<file path="config.mk">
export PLATFORM = sky130hd
export DESIGN_NAME = muldiv_unit
export DESIGN_NICKNAME = d
export VERILOG_FILES = /design/src/rtl/muldiv_unit.sv
export SDC_FILE = /design/constraint.sdc
export NUM_CORES = 1
export LEC_CHECK = 0
export BUFFER_PORTS_ARGS = -buffer_cell sky130_fd_sc_hd__buf_4
export CORE_UTILIZATION = 55
export DETAILED_ROUTE_END_ITERATION = 8
export PLACE_DENSITY = 0.77
export SETUP_SLACK_MARGIN = 0.5
export SLEW_MARGIN = 25
export SYNTH_ARGS = -nofsm -noshare
export SYNTH_HDL_FRONTEND = slang
export SYNTH_SLANG_ARGS = --single-unit
</file>
<file path="constraint.sdc">
create_clock -name clk -period 11.6 [get_ports clk]
set_input_delay 1.16 -clock clk [delete_from_list [all_inputs] [get_ports clk]]
set_output_delay 1.16 -clock clk [all_outputs]
set_load 0.05 [all_outputs]
</file>
<file path="src/rtl/muldiv_unit.sv">
// Iterative RV32M multiply/divide unit: shift-add multiply and restoring divide, one bit per cycle.
// Optional macro MULDIV_FAST_MUL_EN selects a single-cycle multiplier for all multiply opcodes.
module muldiv_unit #(
    parameter int XLEN  = 32,
    parameter int CNT_W = 6
) (
    input  logic            clk,
    input  logic            rst_n,
    input  logic            start,
    input  logic            flush,
    input  logic [2:0]      funct3,
    input  logic [XLEN-1:0] op_a,
    input  logic [XLEN-1:0] op_b,
    input  logic [4:0]      rd_in,
    output logic            busy,
    output logic            done,
    output logic [XLEN-1:0] result,
    output logic [4:0]      rd_out
);
    typedef enum logic [1:0] {S_IDLE = 2'd0, S_CALC = 2'd1, S_FIXUP = 2'd2, S_DONE = 2'd3} state_t;

    localparam logic [XLEN-1:0]   ZERO_C = {XLEN{1'b0}};
    localparam logic [XLEN-1:0]   ONE_C  = {{(XLEN-1){1'b0}}, 1'b1};
    localparam logic [XLEN-1:0]   ONES_C = {XLEN{1'b1}};
    localparam logic [XLEN-1:0]   MIN_C  = {1'b1, {(XLEN-1){1'b0}}};
    localparam logic [2*XLEN-1:0] ONE2_C = {{(2*XLEN-1){1'b0}}, 1'b1};
    localparam logic [CNT_W-1:0]  LAST_C = CNT_W'(XLEN - 1);

    state_t            state_q;
    logic [CNT_W-1:0]  cnt_q;
    logic [2*XLEN-1:0] acc_q, acc_d;
    logic [XLEN-1:0]   opnd_q, result_q;
    logic [2:0]        funct3_q;
    logic              neg_q, rem_neg_q, busy_q, done_q;
    logic [4:0]        rd_q, rd_out_q;

    logic            is_div_s, a_sgn_s, b_sgn_s, neg_a_s, neg_b_s, special_s;
    logic [XLEN-1:0] mag_a_s, mag_b_s, special_res_s;

    // Operand decode: signedness, magnitudes and the cases that need no iteration
    always_comb begin
        is_div_s = funct3[2];
        case (funct3)
            3'b001:         begin a_sgn_s = 1'b1; b_sgn_s = 1'b1; end
            3'b010:         begin a_sgn_s = 1'b1; b_sgn_s = 1'b0; end
            3'b100, 3'b110: begin a_sgn_s = 1'b1; b_sgn_s = 1'b1; end
            default:        begin a_sgn_s = 1'b0; b_sgn_s = 1'b0; end
        endcase
        neg_a_s = a_sgn_s & op_a[XLEN-1];
        neg_b_s = b_sgn_s & op_b[XLEN-1];
        mag_a_s = neg_a_s ? (~op_a + ONE_C) : op_a;
        mag_b_s = neg_b_s ? (~op_b + ONE_C) : op_b;
        if (is_div_s && (op_b == ZERO_C)) begin
            special_s     = 1'b1;
            special_res_s = funct3[1] ? op_a : ONES_C;
        end else if (is_div_s && !funct3[0] && (op_a == MIN_C) && (op_b == ONES_C)) begin
            special_s     = 1'b1;
            special_res_s = funct3[1] ? ZERO_C : MIN_C;
        end else begin
            special_s     = 1'b0;
            special_res_s = ZERO_C;
        end
    end

    logic [XLEN:0] sum_s, shifted_s, diff_s;

    // One iteration: acc holds {partial product | remainder, multiplier | dividend-quotient}
    always_comb begin
        sum_s     = {1'b0, acc_q[2*XLEN-1:XLEN]} + (acc_q[0] ? {1'b0, opnd_q} : {(XLEN+1){1'b0}});
        shifted_s = {acc_q[2*XLEN-1:XLEN], acc_q[XLEN-1]};
        diff_s    = shifted_s - {1'b0, opnd_q};
        if (funct3_q[2]) begin
            if (!diff_s[XLEN]) begin
                acc_d = {diff_s[XLEN-1:0], acc_q[XLEN-2:0], 1'b1};
            end else begin
                acc_d = {shifted_s[XLEN-1:0], acc_q[XLEN-2:0], 1'b0};
            end
        end else begin
            acc_d = {sum_s, acc_q[XLEN-1:1]};
        end
    end

    logic [2*XLEN-1:0] prod_s;
    logic [XLEN-1:0]   quot_s, rem_s, fix_res_s;

    // Sign fixup and result selection once the magnitude loop has finished
    always_comb begin
        prod_s = neg_q ? (~acc_q + ONE2_C) : acc_q;
        quot_s = neg_q ? (~acc_q[XLEN-1:0] + ONE_C) : acc_q[XLEN-1:0];
        rem_s  = rem_neg_q ? (~acc_q[2*XLEN-1:XLEN] + ONE_C) : acc_q[2*XLEN-1:XLEN];
        case (funct3_q)
            3'b000:                 fix_res_s = prod_s[XLEN-1:0];
            3'b001, 3'b010, 3'b011: fix_res_s = prod_s[2*XLEN-1:XLEN];
            3'b100, 3'b101:         fix_res_s = quot_s;
            default:                fix_res_s = rem_s;
        endcase
    end

`ifdef MULDIV_FAST_MUL_EN
    logic signed [2*XLEN+1:0] fa_s, fb_s, fast_prod_s;
    logic [XLEN-1:0]          fast_res_s;

    // Single-cycle product with operands sign- or zero-extended per opcode
    always_comb begin
        fa_s        = {{(XLEN+2){neg_a_s}}, op_a};
        fb_s        = {{(XLEN+2){neg_b_s}}, op_b};
        fast_prod_s = fa_s * fb_s;
        if (funct3 == 3'b000) begin
            fast_res_s = fast_prod_s[XLEN-1:0];
        end else begin
            fast_res_s = fast_prod_s[2*XLEN-1:XLEN];
        end
    end
`endif

    // Control FSM with registered outputs; flush abandons the op but keeps the last result
    always_ff @(posedge clk or negedge rst_n) begin
        if (!rst_n) begin
            state_q   <= S_IDLE;
            cnt_q     <= {CNT_W{1'b0}};
            acc_q     <= {(2*XLEN){1'b0}};
            opnd_q    <= ZERO_C;
            result_q  <= ZERO_C;
            funct3_q  <= 3'b000;
            neg_q     <= 1'b0;
            rem_neg_q <= 1'b0;
            busy_q    <= 1'b0;
            done_q    <= 1'b0;
            rd_q      <= 5'd0;
            rd_out_q  <= 5'd0;
        end else if (flush) begin
            state_q <= S_IDLE;
            cnt_q   <= {CNT_W{1'b0}};
            busy_q  <= 1'b0;
            done_q  <= 1'b0;
        end else begin
            case (state_q)
                S_IDLE: begin
                    done_q <= 1'b0;
                    if (start) begin
                        funct3_q <= funct3;
                        rd_q     <= rd_in;
                        cnt_q    <= {CNT_W{1'b0}};
                        busy_q   <= 1'b1;
                        if (special_s) begin
                            result_q <= special_res_s;
                            rd_out_q <= rd_in;
                            done_q   <= 1'b1;
                            state_q  <= S_DONE;
                        end
`ifdef MULDIV_FAST_MUL_EN
                        else if (!is_div_s) begin
                            result_q <= fast_res_s;
                            rd_out_q <= rd_in;
                            done_q   <= 1'b1;
                            state_q  <= S_DONE;
                        end
`endif
                        else begin
                            acc_q     <= {ZERO_C, (is_div_s ? mag_a_s : mag_b_s)};
                            opnd_q    <= is_div_s ? mag_b_s : mag_a_s;
                            neg_q     <= neg_a_s ^ neg_b_s;
                            rem_neg_q <= neg_a_s;
                            state_q   <= S_CALC;
                        end
                    end else begin
                        busy_q <= 1'b0;
                    end
                end
                S_CALC: begin
                    acc_q <= acc_d;
                    cnt_q <= cnt_q + {{(CNT_W-1){1'b0}}, 1'b1};
                    if (cnt_q == LAST_C) begin
                        state_q <= S_FIXUP;
                    end else begin
                        state_q <= S_CALC;
                    end
                end
                S_FIXUP: begin
                    result_q <= fix_res_s;
                    rd_out_q <= rd_q;
                    done_q   <= 1'b1;
                    state_q  <= S_DONE;
                end
                S_DONE: begin
                    done_q  <= 1'b0;
                    busy_q  <= 1'b0;
                    state_q <= S_IDLE;
                end
                default: begin
                    done_q  <= 1'b0;
                    busy_q  <= 1'b0;
                    state_q <= S_IDLE;
                end
            endcase
        end
    end

    assign busy   = busy_q;
    assign done   = done_q;
    assign result = result_q;
    assign rd_out = rd_out_q;
endmodule

</file>
# Word level (Yosys, flattened, before mapping)
# Index checks and enable logic that the tools add are counted.
dict set report classes {
  eq_ne 19
  add_sub_neg 8
  n_reduce_logical 22
  muxes 43
  bitwise 10
}
# operator count
set op_table {}
lappend op_table {{two-way mux 32 bit} 13}
lappend op_table {{two-way mux 64 bit} 5}
lappend op_table {{adder 32 x 1 -> 32 bit (second input constant)} 4}
lappend op_table {{inverter 32 bit} 4}
lappend op_table {{one-hot mux 64 bit (2 select lines)} 1}
lappend op_table {{one-hot mux 32 bit (3 select lines)} 1}
lappend op_table {{adder 64 x 1 -> 64 bit (second input constant)} 1}
lappend op_table {{== test 32 bit (second input constant)} 2}
lappend op_table {{inverter 64 bit} 1}
lappend op_table {{one-hot mux 32 bit (2 select lines)} 1}
lappend op_table {{adder 32 x 32 -> 33 bit} 1}
lappend op_table {{subtractor 33 x 32 -> 33 bit} 1}
lappend op_table {{logical NOT 32 bit} 1}
lappend op_table {{== test 3 bit (second input constant)} 4}
lappend op_table {{two-way mux 6 bit} 2}
lappend op_table {{one-hot mux 6 bit (2 select lines)} 1}
lappend op_table {{AND reduction 4 bit} 3}
lappend op_table {{two-way mux 5 bit} 2}
lappend op_table {{one-hot mux 5 bit (2 select lines)} 1}
lappend op_table {{== test 3 x 2 -> 1 bit (second input constant)} 3}
lappend op_table {{two-way mux 1 bit} 9}
lappend op_table {{two-way mux 2 bit} 4}
lappend op_table {{one-hot mux 2 bit (4 select lines)} 1}
lappend op_table {{adder 6 x 1 -> 6 bit (second input constant)} 1}
lappend op_table {{other kinds (23)} 35}
dict set report totals {
  wordCells 114
  regBits 153
}

# Depth between registers and ports, before layout
dict set report logic_depth {
  depth_word 10
  depth_mapped 16
}

# Worst setup path before layout
# Ideal clock, no wire load.
dict set report synth_timing {
  path_type {input port to flip-flop}
  from {input port op_b[0]}
  to {register acc_q[0]}
  arrival_ps 4031
  path_stages 12
  n_path_buf 1
  t_required_ps 11479
  slack_ps 7448
  cell_sequence {inv_1 > ha_1 > or4b_1 > nor4_2 > nand3_1 > or4_1 > o31ai_1 > inv_1 > a31oi_2 > clkbuf_1 > a21oi_1 > a22o_1}
}
dict set report synth_between {
  elab_chain_len 7
  elab_cells_between_ends 15
  cone_classes {add/sub: 1; eq/ne: 2; mux: 7; bitwise: 1; reduce/logical: 4}
}
# element line_no
set synth_rtl {}
lappend synth_rtl {{start: declaration} 13} ;# input logic [XLEN-1:0] op_b,
lappend synth_rtl {{inverter 32 bit} 52} ;# mag_b_s = neg_b_s ? (~op_b + ONE_C) : op_b;
lappend synth_rtl {{adder 32 x 1 -> 32 bit} 52}
lappend synth_rtl {{two-way mux 32 bit} 52}
lappend synth_rtl {{two-way mux 32 bit} 160} ;# acc_q <= {ZERO_C, (is_div_s ? mag_a_s : mag_b_s)};
lappend synth_rtl {{two-way mux 64 bit} 145} ;# if (special_s) begin
lappend synth_rtl {{two-way mux 64 bit} 140} ;# if (start) begin
lappend synth_rtl {{one-hot mux 64 bit (2 select lines)} 137} ;# case (state_q)
lappend synth_rtl {{end signal: assignment} 121} ;# acc_q <= {(2*XLEN){1'b0}};
lappend synth_rtl {{end signal: assignment} 160}
lappend synth_rtl {{end: declaration} 31} ;# logic [2*XLEN-1:0] acc_q, acc_d;
# Parallel ways exist; a longest one is shown, timed or not. The select of a mux whose other input is x is not followed.
# A chain may end at the register's enable or synchronous reset.

# Final worst setup path
dict set report layout_timing {
  from {input port op_b[0]}
  to {register acc_q[58]}
}
dict set report layout_between {
  elab_chain_len 6
  elab_cells_between_ends 8
  cone_classes {eq/ne: 2; mux: 2; reduce/logical: 4}
}
# element line_no
set layout_rtl {}
lappend layout_rtl {{== test 32 bit} 56} ;# end else if (is_div_s && !funct3[0] && (op_a == MIN_C) && (op_b == ONES_C)) begin
lappend layout_rtl {{logical AND 1 bit} 56}
lappend layout_rtl {{two-way mux 1 bit} 56}
lappend layout_rtl {{two-way mux 1 bit *} 53} ;# if (is_div_s && (op_b == ZERO_C)) begin
lappend layout_rtl {{!= test 2 bit (no line) *} -}
lappend layout_rtl {{AND reduction 4 bit (no line) *} -}
# Every way passes the cells marked *; elsewhere a longest branch is shown, timed or not.

==> reports/qor.yml <==
run_status:
  status: "finished, final reports clean"
setup_path:
  worstReg2RegStart: "acc_q[31]"
  cp-start-kind: "primary input"
  arrival_ps: 5340
  required_ps: 11980
  worst_setup_path_end_kind: "register"
  r2r_cells: 14
  worst-path-max-fanout: 56
  r2r_slack_ps: 6970
  critPathKind: "primary input to register"
  r2r_end: "acc_q[53]"
sta:
  grt_setup_unrepaired: "no"
  skew_ps: 13.7
  period_minus_slack_ps: 4960
  relSlewSlack_pct: 38.6
  tns_ps: 0
  max_freq_ghz: 0.202
  final-max-slew-violation-count: 0
  setup_viol: 0
  hold_viol: 0
  fin_crit_sh_pct: 42.7
  tightest_slew_ps: 922
clock_tree:
  clockBufferDepth: 2
  cts_tree: "yes"
  post-cts-setup-buffer-count: 0
  htree_levels: 4
  cts.clk_slew.worst_paths_ps: 80
  postCtsHoldBufs: 0
  root_buffer: "clkbuf_16"
  cts_inserted_buffers: 17
  clkSinkCount: 153
  clk_latency_ps: 450
  cts_resized: 0
die:
  core_area_um2: 26900
  chipWidth_um: 167
  rows: 60
  pin_count: 115
  dieArea_um2: 28000
  start_util_pct: 55.9
  die_h_um: 167
pwr:
  p_int_w: 0.00158
  ir_worst_vdd_v: 0.0000862
  power_frac_comb_pct: 53.6
  p_leak_nw: 7.15
  swShare_pct: 48.7
  fin_total_pwr_w: 0.00307
  powerDensity_nw_per_um2: 185
  clock_power_share_pct: 19.6
  p_sw_w: 0.00150
  pwr-share-seq_pct: 26.8
logic_synthesis:
  synthesis.nets: 2141
  synth_seq_area_share_pct: 25.5
  ys_ff_latch: 153
  synth_edf_count: 0
  ys.flop_type: "dfrtp_1"
  ys_warn_count: 0
  netlist_area_um2: 15000
  avgSynthCellArea_um2: 7.53
  synth_cell_types: 74
  synthCells: 1993
  async_reset_ff_share_pct: 100
layout:
  syn_to_final_growth_pct: 10.6
  stdcell_area_um2: 16600
  mostFrequentLayoutCells: "nor2_1 (226), o21ai_0 (223), nand2_1 (199)"
  nets: 2160
  layout_commonest_cell: "nor2_1"
  drive_gt1_share_pct: 10.9
global_route:
  grt-ovfl-total: 0
  grtUsageTotal_pct: 38.0
  grt_start_max_net_pins: 128
  grt_pass1_vias: 13974
  grt_pass1_wl_um: 81700
  antenna_found_initial: 2
job:
  drv_cap: 0
routing:
  vias: 15713
  drt-vias-per-instance: 6.64
  dr.pass1.iters: 9
  post_drt_wl_per_cell_um: 22.6
  first_iter_violations: 2274
  postRouteAntennaNets: 0
  routed_wl_um: 53400
  drc: 0
placement:
  gp_congestion: 1.01
  dpl_cell_area_um2: 15900
  io_buffers: 114
  dpl.hpwl_um: 40800
min_path:
  hold_depth: 2
  hp-class: "register to register"
  min_to: "result[18]"
  min_from: "result[18]"
[cell usage after synthesis (11+ instances only)]
master	n	area, µm²
a211oi_1	11	82.6
a21o_1	28	210
a21oi_1	194	971
a222oi_1	11	110
a22oi_1	24	180
a31oi_1	20	125
clkbuf_1	116	435
dfrtp_1	153	3830
ha_1	70	876
inv_1	60	225
mux2_2	12	135
mux2i_1	62	621
nand2_1	200	751
nand2b_1	19	119
nand3_1	21	105
nand4_1	22	138
nor2_1	229	860
nor3_1	31	155
o21ai_0	223	1120
o221ai_1	20	175
o31ai_1	28	210
o41ai_1	17	149
or2_2	17	106
or3_1	22	138
or4_1	23	173
xnor2_1	107	937
xor2_1	81	709
[sequential cells by signal (all words and copies together), names as in the netlist]
name / flops
acc_q: 64
done: 1
opnd_q: 32
rd_q: 5
cnt_q: 6
state_q: 2
rd_out: 5
rem_neg_q: 1
funct3_q: 3
neg_q: 1
busy: 1
result: 32
[power groups by stage]
stage | combinational (W) | sequential [W] | clock [W]
finish | 0.00165 | 0.000824 | 0.000601
global route | 0.00179 | 0.000833 | 0.000621
CTS | 0.00160 | 0.000813 | 0.000602
detailed placement | 0.00159 | 0.000824 | 0
global placement | 0.00156 | 0.000820 | 0
floorplan | 0.00122 | 0.000733 | 0
[critical path, cell delays in order]
cell and delay (ps):
buf_4 130, inv_1 60, ha_1 170, or4b_1 520
nor4_2 510, nand3_1 330, or4_1 590, o31ai_1 110
inv_1 160, a31oi_4 590, buf_4 590, a22oi_1 170
o21ai_0 110, a21o_1 110
[layer usage]
metal	GRT usage, %	vias up	wire (µm)
li1	-	7246	-
met1	51.4	7332	21600
met2	56.8	979	22900
met3	9.08	156	6190
met4	18.8	0	2780
met5	0	-	0
[metrics by stage]
stage / util, % / cells / hold slack (ps) / setup WS, ps
after global routing: 61.8 / 2366 / 497 / 6310
after floorplan: - / 1993 / 450 / 7450
after detailed placement: 59.3 / 2333 / 468 / 5950
final: 61.8 / 2368 / 481 / 6640
after CTS: 61.6 / 2365 / 487 / 6400
after global placement: 59.3 / 2333 / 463 / 6070
[worst max path at each step]
stage	startpoint	end	slack (ps)	depth (start not counted)
2_1_floorplan	op_b[0]	acc_q[0]	7450	12
3_3_place_gp	op_b[0]	acc_q[58]	6070	14
3_5_place_dp	op_b[0]	acc_q[58]	5950	14
4_1_cts	op_b[0]	acc_q[58]	6400	14
5_1_grt	op_b[0]	acc_q[58]	6310	14
6_report	op_b[0]	acc_q[58]	6640	14
[cell families after synthesis]
kind of cell	share of synthesized area [%]
buffers and inverters	5.02
multiplexers	5.11
AO/OA/AOI/OAI	27.5
adder cells (fa/ha/maj)	6.10
XOR/XNOR	11.0
flip-flops	25.5
AND/OR/NAND/NOR	19.8
[cell type report]
class	count	area, µm²
multi-input combinational	1647	10500
fill	2436	10300
sequential	153	3830
timing repair buffer	133	1030
tap	341	427
clock buffer	17	425
inverter	60	225
clock inverter	15	193
antenna	2	5.00
No activity file was read; power rests on OpenSTA's default activity.
